==> config.mk <==
export PLATFORM = sky130hd
export DESIGN_NAME = ivector_respond_arbiter
export DESIGN_NICKNAME = d
export VERILOG_FILES = /design/src/rtl/ivector_respond_arbiter_pkg.sv /design/src/rtl/ivector_respond_arbiter_rr_pick.sv /design/src/rtl/ivector_respond_arbiter.sv
export SDC_FILE = /design/constraint.sdc
export NUM_CORES = 1
export LEC_CHECK = 0
export ABC_AREA = 0
export BUFFER_PORTS_ARGS = -buffer_cell sky130_fd_sc_hd__buf_2
export CORE_AREA = 3 3 170 172
export CTS_BUF_LIST = sky130_fd_sc_hd__clkbuf_8
export CTS_CLUSTER_SIZE = 16
export DETAILED_ROUTE_END_ITERATION = 8
export DIE_AREA = 0 0 173 175
export GPL_TIMING_DRIVEN = 1
export HOLD_SLACK_MARGIN = 0.08
export MAX_ROUTING_LAYER = met4
export PLACE_DENSITY = 0.63
export SETUP_SLACK_MARGIN = 0.2
export SYNTH_ARGS = -nofsm -noshare
export SYNTH_HDL_FRONTEND = slang
export SYNTH_SLANG_ARGS = --single-unit
==> constraint.sdc <==
create_clock -name CLK -period 8 [get_ports CLK]
set_input_delay 0.4 -clock CLK [delete_from_list [all_inputs] [get_ports CLK]]
set_output_delay 0.4 -clock CLK [all_outputs]
set_load 0.05 [all_outputs]
==> src/rtl/ivector_respond_arbiter_pkg.sv <==
// Shared constants for the ivector response arbiter: default geometry and lane-index width.
package ivector_respond_arbiter_pkg;

   localparam int NUM_LANES_DEF = 10;
   localparam int DATA_W_DEF    = 32;
   localparam int METH_W_DEF    = 32;

   // A single lane still needs one index bit so that vectors never collapse to zero width.
   function automatic int idx_w(input int n);
      return (n > 1) ? $clog2(n) : 1;
   endfunction

   localparam int LANE_IDX_W = idx_w(NUM_LANES_DEF);

endpackage

==> src/rtl/ivector_respond_arbiter_rr_pick.sv <==
// Rotating-priority pick: the first set request found searching upward from ptr, with wrap.
module rr_pick
   import ivector_respond_arbiter_pkg::*;
#(
   parameter int N     = NUM_LANES_DEF,
   parameter int IDX_W = idx_w(N)
) (
   input  logic [N-1:0]     req,
   input  logic [IDX_W-1:0] ptr,
   output logic [N-1:0]     gnt,
   output logic [IDX_W-1:0] gnt_idx,
   output logic             any
);

   logic [IDX_W:0]   sum;
   logic [IDX_W-1:0] idx;

   always_comb begin
      gnt     = '0;
      gnt_idx = '0;
      any     = 1'b0;
      sum     = '0;
      idx     = '0;
      for (int k = 0; k < N; k++) begin
         // ptr is always below N, so ptr + k wraps with a single subtraction.
         sum = {1'b0, ptr} + (IDX_W+1)'(k);
         if (sum >= (IDX_W+1)'(N)) begin
            sum = sum - (IDX_W+1)'(N);
         end
         idx = sum[IDX_W-1:0];
         if (!any && req[idx]) begin
            any      = 1'b1;
            gnt[idx] = 1'b1;
            gnt_idx  = idx;
         end
      end
   end

endmodule

==> src/rtl/ivector_respond_arbiter.sv <==
// Round-robin arbiter draining NUM_LANES response FIFOs into a single one-entry indication slot.
module ivector_respond_arbiter
   import ivector_respond_arbiter_pkg::*;
#(
   parameter int NUM_LANES = NUM_LANES_DEF,
   parameter int DATA_W    = DATA_W_DEF,
   parameter int METH_W    = METH_W_DEF
) (
   input  logic                        CLK,
   input  logic                        nRST,
   input  logic [NUM_LANES-1:0]        lane_rdy,
   input  logic [NUM_LANES*DATA_W-1:0] lane_data,
   output logic [NUM_LANES-1:0]        lane_deq__ENA,
   output logic                        heard__ENA,
   output logic [METH_W-1:0]           heard_meth,
   output logic [DATA_W-1:0]           heard_v,
   input  logic                        heard__RDY,
   output logic [31:0]                 grant_count
);

   localparam int IDX_W = idx_w(NUM_LANES);

   logic                 out_valid_q, out_valid_d;
   logic [METH_W-1:0]    out_meth_q, out_meth_d;
   logic [DATA_W-1:0]    out_v_q, out_v_d;
   logic [IDX_W-1:0]     rr_ptr_q, rr_ptr_d;
   logic [31:0]          grant_count_q, grant_count_d;

   logic [NUM_LANES-1:0] pick_gnt;
   logic [IDX_W-1:0]     pick_idx;
   logic                 pick_any;
   logic                 slot_free;
   logic                 sel;
   logic [DATA_W-1:0]    lane_arr [NUM_LANES];

   always_comb begin
      for (int i = 0; i < NUM_LANES; i++) begin
         lane_arr[i] = lane_data[i*DATA_W +: DATA_W];
      end
   end

   rr_pick #(
      .N     (NUM_LANES),
      .IDX_W (IDX_W)
   ) u_rr_pick (
      .req     (lane_rdy),
      .ptr     (rr_ptr_q),
      .gnt     (pick_gnt),
      .gnt_idx (pick_idx),
      .any     (pick_any)
   );

   assign heard__ENA    = out_valid_q & heard__RDY;
   assign heard_meth    = out_meth_q;
   assign heard_v       = out_v_q;
   assign grant_count   = grant_count_q;
   assign slot_free     = ~out_valid_q | heard__ENA;
   // Gated by nRST so no FIFO is popped while the slot is being cleared by reset.
   assign sel           = slot_free & pick_any & nRST;
   assign lane_deq__ENA = sel ? pick_gnt : '0;

   always_comb begin
      out_valid_d   = out_valid_q;
      out_meth_d    = out_meth_q;
      out_v_d       = out_v_q;
      rr_ptr_d      = rr_ptr_q;
      grant_count_d = grant_count_q + {31'b0, heard__ENA};
      if (sel) begin
         out_valid_d = 1'b1;
         out_meth_d  = METH_W'(pick_idx);
         out_v_d     = lane_arr[pick_idx];
         rr_ptr_d    = (pick_idx == IDX_W'(NUM_LANES-1)) ? '0 : pick_idx + IDX_W'(1);
      end else if (heard__ENA) begin
         out_valid_d = 1'b0;
      end
   end

   always_ff @(posedge CLK or negedge nRST) begin
      if (!nRST) begin
         out_valid_q   <= 1'b0;
         out_meth_q    <= '0;
         out_v_q       <= '0;
         rr_ptr_q      <= '0;
         grant_count_q <= '0;
      end else begin
         out_valid_q   <= out_valid_d;
         out_meth_q    <= out_meth_d;
         out_v_q       <= out_v_d;
         rr_ptr_q      <= rr_ptr_d;
         grant_count_q <= grant_count_d;
      end
   end

endmodule

==> summary.txt <==
Timing
  • Worst Skew: between 0.02 and 0.03 ns
  • Unrepaired setup endpoints after global routing: no
  • Max Clk Rate: between 0.15 and 0.2 GHz
  • Final worst path period need: 6.312 ns
  • Slew Viols, Final: 0
  • Setup TNS: 0 ns
  • Final Hold Fails: 0
  • Slew @ Worst Pin: 1.109 ns
  • # setup viols final: 0
  • Rel. slew slack: 0.2604
  • Final worst path period share: 0.7890

Critical path
  • Origin of the critical flop-to-flop path: rr_ptr_q[0]
  • Crit path launch: rr_ptr_q[1]
  • Crit Path Category: flop to output port
  • CP required: approximately 7.6 ns
  • CP Data Arrival Time: 5.91 ns
  • Highest net fanout along the worst path: 23
  • Startpoint Class: flop
  • Crit. End Element: output port
  • Worst Reg-to-Reg Cells: 19
  • Reg2reg setup slack: roughly 1.8 ns
  • Reg-to-Reg End: heard_v[28]

Finish
  • FF/Latch Area: roughly 1800 um^2
  • Area Overhead vs Synth: 25.99%
  • Final net count: ~2000
  • Layout cells sized above 1: 0.2995
  • FILL cells: between 2000 and 3000
  • Most frequent cells in the layout: 410 x buf_2, 225 x nand2_1, 75 x a21oi_1
  • Leading cell type in the layout, fill and taps excluded: buf_2
  • Area of the multi-input gates: just over 7000 um^2
  • Final core utilization: 0.4387

Run status
  • Status: completed

Synthesis
  • Main area contributors after synthesis: dfrtp_1 19%, nand2_1 8.8%, mux2i_1 7.2%, a21oi_1 3.9%, nand3_1 3.6%
  • Synthesized area: 9620 um^2
  • Avg Synthesized Cell Area: 7.361 um^2
  • Cells after Synth: about 1300
  • Primary FF master, synth: dfrtp_1
  • Dominant cell type by area after synthesis: dfrtp_1
  • Yosys top cell area share: 0.1899
  • Ys async rst share: 1.000
  • Synth Register Bits: 73
  • Netlist cell types: 91
  • Synth warnings: 0
  • Post-synth EDFFs: 0
  • Seq/Total Area, Yosys: 0.1899

Clock network
  • Post-CTS sizing: 0
  • CTS Buf Count: 9
  • Worst-path clk slew: 0.10 ns
  • TritonCTS clock tree: yes
  • H-Tree Depth: 3
  • Post-CTS Setup Inserts: 0
  • Largest buffer count on any clock path: 2
  • Clock Root Buffer: clkbuf_8
  • Clock Latency Late Sink: between 0.3 and 0.4 ns
  • Post-CTS Hold Buffers: 0
  • CTS sink count: 73

Global route
  • First-pass GRT wire length: between 60000 and 70000 um
  • Maximum number of pins on one net before global-route repair: 77
  • Initial antenna violation count: 6
  • Grt total ovfl: 0
  • Total Routing Usage GR: 0.2966
  • Vias in the first global route: between 10000 and 15000

Die
  • DIE HEIGHT: ~180 um
  • Initial core utilization: 0.3482
  • I/O pin count: 440
  • Rows: 61
  • Die X: about 170 um
  • Die area: between 30000 and 40000 um^2
  • CORE AREA: between 20000 and 30000 um^2

Drt
  • DRT antenna net count: 0
  • DRT Pass-1 Iters: 5
  • Drt via density: a little under 6
  • Number of DRC markers in iteration 0: between 1000 and 1500
  • DR WL/cell: about 23 um
  • Vias: roughly 12000
  • Routed wire length: 46540 um
  • DRC errors left: 0

Placed design
  • Port-buffer cells: ~400
  • Routability cong.: about 1.0
  • Hpwl dp: ~37000 um

Worst hold path
  • Worst Hold Class: primary input to asynchronous set/reset pin

Flow run
  • Max Cap Violations: 0
-- stage by stage --
step	instance area [um^2]	setup WS [ns]	hold slack (ns)	std cells
6_report	12120	1.688	0.1750	2047
5_1_grt	12120	1.232	0.2550	2047
4_1_cts	12110	1.792	0.2442	2041
3_5_place_dp	11880	1.907	0.4627	2025
3_3_place_gp	11880	2.036	0.4552	2025
2_1_floorplan	9722	1.091	0.1044	1334
-- critical path, stage by stage (launching register included) --
cell	delay [ns]
dfrtp_1	0.81
ha_1	0.52
xnor2_1	0.20
inv_1	0.11
ha_1	0.22
nor2b_1	0.21
nor3_1	0.07
o41ai_1	0.78
a21oi_1	0.17
a211oi_1	0.48
o211a_1	0.33
nand3_2	0.24
nor4_1	0.45
nand3_1	0.15
o2111ai_1	0.27
nor2_1	0.08
nor3_1	0.16
buf_2	0.30
-- synthesized netlist by cell type, types with 13 or more instances --
library cell	instances
nand2_1	226
a21oi_1	75
dfrtp_1	73
nand3_1	70
mux2i_1	69
o21ai_0	68
nor2_1	50
clkbuf_1	44
buf_4	37
xnor2_1	36
and3_1	31
nand4_1	29
buf_2	28
nor3_1	25
ha_1	24
a22o_1	22
inv_1	22
a211o_1	20
o211ai_1	19
o21ai_1	19
or4_1	19
a21boi_0	18
o2111ai_1	17
a2bb2oi_1	15
a211oi_1	14
a21o_1	13
a31oi_1	13
and2_1	13
-- cells by family after synthesis --
family,synth area share
adder cells (fa/ha/maj),0.03329
flip-flops,0.1899
AO/OA/AOI/OAI,0.2821
multiplexers,0.09871
XOR/XNOR,0.04006
other,0.0003898
AND/OR/NAND/NOR,0.2735
buffers and inverters,0.08207
-- layout make-up --
cell class              instances  area share
diodes                          6    0.001239
clock buffers                   9     0.01022
clock inverters                 7    0.008362
inverters                      23    0.007123
multi-input cells            1111      0.5912
flip-flops and latches         73      0.1508
well taps                     378     0.03902
repair buffers                440      0.1920
-- how the worst max path moves through the flow --
stage	to	slack (ns)	depth (start not counted)
after global routing	lane_deq__ENA[4]	1.23	17
after floorplan	lane_deq__ENA[0]	1.09	25
final	lane_deq__ENA[4]	1.69	17
after detailed placement	heard_v[27]	1.91	17
after CTS	lane_deq__ENA[7]	1.79	16
after global placement	heard_v[30]	2.04	17
-- per-layer routing --
metal	vias to the layer above	part of all wire	global-route usage
met3	62	0.077	0.02738
met5	-	0	-
met4	0	0.025	0.08615
met1	5776	0.42	0.3992
li1	5525	-	-
met2	660	0.48	0.4770
-- flip-flops by register name, indices dropped and copies added (netlist names) --
signal and cells:
heard_meth 4, rr_ptr_q 4, heard_v 32, out_valid_q 1, grant_count 32
Power is not shown: default switching activity piles up to over one toggle a cycle in this logic, so the estimate is an artifact.
